===== config.mk =====
export PLATFORM = sky130hd
export DESIGN_NAME = shift_normalizer
export DESIGN_NICKNAME = d
export VERILOG_FILES = /design/src/rtl/shift_normalizer.sv
export SDC_FILE = /design/constraint.sdc
export NUM_CORES = 1
export LEC_CHECK = 0
export ABC_AREA = 1
export ABC_CLOCK_PERIOD_IN_PS = 2600
export BUFFER_PORTS_ARGS = -buffer_cell sky130_fd_sc_hd__buf_2
export CAP_MARGIN = 20
export CORE_MARGIN = 10
export CORE_UTILIZATION = 48
export DETAILED_ROUTE_END_ITERATION = 8
export PLACE_DENSITY = 0.66
export REMOVE_ABC_BUFFERS = 1
export SYNTH_ARGS = -nofsm -noshare
export SYNTH_HDL_FRONTEND = slang
export SYNTH_SLANG_ARGS = --single-unit

===== constraint.sdc =====
create_clock -name CLK -period 2.6 [get_ports CLK]
set_input_delay 0.52 -clock CLK [delete_from_list [all_inputs] [get_ports CLK]]
set_output_delay 0.52 -clock CLK [all_outputs]
set_load 0.05 [all_outputs]

===== src/rtl/shift_normalizer.sv =====
// shift_normalizer
//
// Multi-cycle normalizer, the inverse of a barrel shifter. Finds the number of
// leading zeros (Mode=0) or trailing zeros (Mode=1) of a 32-bit operand with a
// binary search, one stage per clock (16, 8, 4, 2, 1). It also returns the
// operand shifted by that amount: left for Mode=0, logical right for Mode=1.
//
// Trailing-zero mode reuses the leading-zero datapath. The operand is
// bit-reversed on accept, and the final work value is reversed back on
// completion.
//
// Ports:
//   CLK     in   system clock, rising edge
//   RST_N   in   asynchronous reset, active-low
//   Start   in   request, accepted only in IDLE or DONE
//   A       in   [31:0] operand, sampled with an accepted Start
//   Mode    in   0 = leading-zero (left), 1 = trailing-zero (right)
//   Busy    out  high while the search runs
//   Done    out  one-cycle pulse; Result/Count/Zero valid from this cycle
//   Result  out  [31:0] normalized operand
//   Count   out  [5:0] zero count, 0..32
//   Zero    out  operand was zero
//
// Optional build macro:
//   SHIFT_NORM_EARLY_EXIT_EN - finish as soon as work[31] is set. Results are
//   unchanged and only the latency becomes data-dependent.

module shift_normalizer (
  input  logic        CLK,
  input  logic        RST_N,
  input  logic        Start,
  input  logic [31:0] A,
  input  logic        Mode,
  output logic        Busy,
  output logic        Done,
  output logic [31:0] Result,
  output logic [5:0]  Count,
  output logic        Zero
);

  typedef enum logic [1:0] {StIdle, StRun, StDone} state_e;

  state_e      state_q, state_d;
  logic [31:0] work_q, work_d;
  logic [5:0]  cnt_q, cnt_d;
  logic [2:0]  stage_q, stage_d;
  logic        mode_q, mode_d;
  logic [31:0] result_q, result_d;
  logic [5:0]  count_q, count_d;
  logic        zero_q, zero_d;

  // Per-stage test and shift for the current stage index.
  logic        top_zero;
  logic [31:0] work_shifted;

  function automatic logic [31:0] bit_reverse(input logic [31:0] v);
    logic [31:0] r;
    for (int i = 0; i < 32; i++) begin
      r[i] = v[31-i];
    end
    return r;
  endfunction

  // Stage k tests the top 2^k bits and shifts by 2^k when they are all zero.
  always_comb begin
    top_zero     = 1'b0;
    work_shifted = work_q;
    unique case (stage_q)
      3'd4: begin
        top_zero     = (work_q[31:16] == 16'h0);
        work_shifted = {work_q[15:0], 16'h0};
      end
      3'd3: begin
        top_zero     = (work_q[31:24] == 8'h0);
        work_shifted = {work_q[23:0], 8'h0};
      end
      3'd2: begin
        top_zero     = (work_q[31:28] == 4'h0);
        work_shifted = {work_q[27:0], 4'h0};
      end
      3'd1: begin
        top_zero     = (work_q[31:30] == 2'h0);
        work_shifted = {work_q[29:0], 2'h0};
      end
      3'd0: begin
        top_zero     = (work_q[31] == 1'b0);
        work_shifted = {work_q[30:0], 1'b0};
      end
      default: begin
        top_zero     = 1'b0;
        work_shifted = work_q;
      end
    endcase
  end

  always_comb begin
    state_d  = state_q;
    work_d   = work_q;
    cnt_d    = cnt_q;
    stage_d  = stage_q;
    mode_d   = mode_q;
    result_d = result_q;
    count_d  = count_q;
    zero_d   = zero_q;

    unique case (state_q)
      StIdle, StDone: begin
        if (Start) begin
          state_d = StRun;
          work_d  = Mode ? bit_reverse(A) : A;
          cnt_d   = 6'd0;
          mode_d  = Mode;
          stage_d = 3'd4;
        end else begin
          state_d = StIdle;
        end
      end

      StRun: begin
        if (work_q == 32'h0) begin
          // A zero operand is only possible on the first RUN edge. Shifts never
          // clear the leading one of a nonzero word.
          state_d  = StDone;
          count_d  = 6'd32;
          result_d = 32'h0;
          zero_d   = 1'b1;
`ifdef SHIFT_NORM_EARLY_EXIT_EN
        end else if (work_q[31]) begin
          // Already normalized, so the remaining stages would all be no-ops.
          state_d  = StDone;
          count_d  = cnt_q;
          result_d = mode_q ? bit_reverse(work_q) : work_q;
          zero_d   = 1'b0;
`endif
        end else begin
          if (top_zero) begin
            work_d         = work_shifted;
            cnt_d[stage_q] = 1'b1;
          end
          if (stage_q == 3'd0) begin
            state_d  = StDone;
            count_d  = cnt_d;
            result_d = mode_q ? bit_reverse(work_d) : work_d;
            zero_d   = 1'b0;
          end else begin
            stage_d = stage_q - 3'd1;
          end
        end
      end

      default: state_d = StIdle;
    endcase
  end

  always_ff @(posedge CLK or negedge RST_N) begin
    if (!RST_N) begin
      state_q  <= StIdle;
      work_q   <= 32'h0;
      cnt_q    <= 6'd0;
      stage_q  <= 3'd0;
      mode_q   <= 1'b0;
      result_q <= 32'h0;
      count_q  <= 6'd0;
      zero_q   <= 1'b0;
    end else begin
      state_q  <= state_d;
      work_q   <= work_d;
      cnt_q    <= cnt_d;
      stage_q  <= stage_d;
      mode_q   <= mode_d;
      result_q <= result_d;
      count_q  <= count_d;
      zero_q   <= zero_d;
    end
  end

  // Status outputs decode straight from the state flop, so they are glitch-free.
  assign Busy   = (state_q == StRun);
  assign Done   = (state_q == StDone);
  assign Result = result_q;
  assign Count  = count_q;
  assign Zero   = zero_q;

endmodule


==> results.md <==
- Status: completed
- Layout cell share with drive strength beyond 1: 0.156
- Crit path max fanout: 14
- Clock latency on the worst-skew pair: 350 ps
- Period Utilization, post-route: 0.902
- Tmin final: 2350 ps
- # clock sinks: between 80 and 90
- Die Area: between 15,000 and 20,000 um^2
- Reg2reg start: stage_q[0]$_DFFE_PN0P_
- Synthesized cell area: just under 6000 um^2
- Vias: around 6,500
- Initial Utilization: 0.490
- Fin. Hold Viols: 0
- DR WL/cell: 17.1 um
- Detail Placement HPWL: around 14 mm
- Die height: 131 um
- Crit end category: register
- Slew Limit Fails: 0
- CP Data Arrival Time: 2590 ps
- Cells on worst reg2reg path: 11
- GRT Overall Usage: 0.232
- Count leader, synth: nand2_1
- Clk root buf: clkbuf_16
- Register area share after synthesis: 0.351
- Area Growth Syn to Fin: 16.6%
- Setup crit start kind: register
- Vias per inst: 5.70
- Distinct cells, synth: 29
- RSZ-0062 raised after global routing: no
- Internal reg-to-reg setup slack: 250 ps
- IO Port Bufs: 76
- Ports: 77
- Hold_buf cts: 0
- PwrDens: 1570 nW/um^2
- Synth area leaders: dfrtp_1 (35%), nand2_1 (17%), nand3_1 (15%)
- Yosys top cell area share: 0.351
- Setup TNS: 0 ps
- Max Clock Skew: 5.61 ps
- CP max stage delay: 470 ps
- Crit path required time: about 2800 ps
- Crit-path slowest cell: dfrtp_1
- Worst Path Class, Setup: reg2reg
- Cell chain of the critical path: inv_1 > ha_1 > nand2_1 > buf_4 > o22ai_1 > nor2_1 > nand2_1 > nand2_1 > nand3_1 > nand3_1 > nand2_1
- Post-Route WL: 19.4 mm
- IR drop worst, VDD: 672 uV
- Vias in the first global route: 6,080
- H-tree lvl count: 3
- Commonest cells in the netlist: nand2_1 (267), nand3_1 (173), dfrtp_1 (83), inv_1 (72), nor2_1 (63)
- HP Class: in2async
- Die X: around 130 um
- Final Setup Violations: 0
- R2r endpoint: Result[26]$_DFFE_PN0P_
- Predominant post-synthesis flop cell: dfrtp_1
- Max cap viols: 0
- Avg Inst Size Synth: 6.58 um^2
- First-pass GRT wire length: ~32 mm
- Cts bufs inserted: 9
- Total power: around 11,000 uW
- Most used cell, CP: nand2_1
- #FFs+latches synth: 83
- Async S/R FF share, synth: 1.00
- # rows: 40
- Core ar.: 12,100 um^2
- Initial antenna violation count: 0
- Worst Tran Pin Value: around 500 ps
- Clk buf depth: 2
- DRC errors left: 0
- ANT cells: 0
- Total setup buffers inserted after CTS: 0
- Synth area leader: dfrtp_1
- Placer Congestion: 1.03
- Synth warn: 0
- Largest net degree at the start of global routing: 45
- Slew headroom: 0.667
- CTS clk-pin slew, worst paths: ~60 ps
- Final #Nets: 1,004
- 1st-iter DRT viols: approximately 610
- Post-cts sizing count: 0
- DRT Pass-1 Iters: 6
- Antenna viol nets, final: 0
- CTS tree: yes
- EDFF count, synth: 0
- Leak Pwr: 0.00352 uW
- FMAX: approximately 430 MHz
- Total grt overflow: 0
- Syn Inst Count: 898
- Fillers: 1,222
[per-layer routing]
layer  vias to the layer above  part of all wire  GRT usage
met5                         -                 0          0
li1                       3149                 -          -
met3                        24             0.073     0.0411
met2                       261              0.46      0.374
met1                      3038              0.45      0.311
met4                         0             0.015     0.0667
[cell type report]
| type | instances | area (um^2) | area share |
|---|---|---|---|
| repair buffers | 109 | 681 | 0.0987 |
| clock buffers | 9 | 225 | 0.0327 |
| well taps | 168 | 210 | 0.0305 |
| clock inverters | 7 | 140 | 0.0203 |
| flip-flops and latches | 83 | 2080 | 0.301 |
| multi-input cells | 678 | 3250 | 0.472 |
| inverters | 82 | 308 | 0.0447 |
[metrics by stage]
stage / std cells / utilization / setup slack (ps) / hold slack [ps] / area (um^2)
3_5_place_dp: 1120 / 0.541 / 327 / 430 / 6530
4_1_cts: 1136 / 0.571 / 312 / 62.5 / 6890
5_1_grt: 1136 / 0.571 / 16.0 / 78.5 / 6890
3_3_place_gp: 1120 / 0.541 / 368 / 428 / 6530
2_1_floorplan: 843 / - / -363 / 224 / 5640
6_report: 1136 / 0.571 / 254 / 58.3 / 6890
[where the power goes]
group | internal (uW) | switching [uW]
clock network | 1030 | 541
logic | 2060 | 4640
registers | 1920 | 612
total | 5010 | 5790
[worst max-delay path, delay by kind of cell, from the launching register on]
family                   cells  cell delay, ps
AND/OR/NAND/NOR              7             920
flip-flops                   1             470
adder cells (fa/ha/maj)      1             290
AO/OA/AOI/OAI                1             100
buffers and inverters        2             460
[cells in the final DEF (no fill, tap or decap), drive strengths merged]
cell	instances
a21oi	9
a22oi	1
buf	109
bufinv	4
clkbuf	9
clkinv	2
clkinvlp	2
dfrtp	83
ha	5
inv	81
nand2	272
nand3	174
nand3b	1
nand4	37
nor2	71
nor3	6
o2111ai	1
o211ai	32
o21ai	32
o22ai	35
or2	2
[state kept, by name, indices dropped and copies added (netlist names), named ones only]
name	flops
work_q	31
Count	6
stage_q	3
state_q	2
Zero	1
Result	32
cnt_q	6
mode_q	1
[worst max-delay path by stage]
stage	startpoint	to	slack, ps	depth (start not counted)
detailed placement	stage_q[0]$_DFFE_PN0P_	Result[2]$_DFFE_PN0P_	330	11
finish	stage_q[0]$_DFFE_PN0P_	Result[26]$_DFFE_PN0P_	250	11
CTS	stage_q[0]$_DFFE_PN0P_	Result[28]$_DFFE_PN0P_	310	10
global placement	stage_q[0]$_DFFE_PN0P_	Result[2]$_DFFE_PN0P_	370	11
floorplan	stage_q[0]$_DFFE_PN0P_	work_q[30]$_DFFE_PN0P_	-360	10
global route	stage_q[0]$_DFFE_PN0P_	Result[26]$_DFFE_PN0P_	20	11
[cell families (layout without fill, tap and decap cells)]
family          after synthesis  in the layout  synth area share
fa+ha+maj                     5              5            0.0106
flops                        83             83             0.351
compound gates              110            110             0.117
simple gates                563            563             0.422
buf+inv                     137            207            0.0986
(Power assumes the default switching activity.)
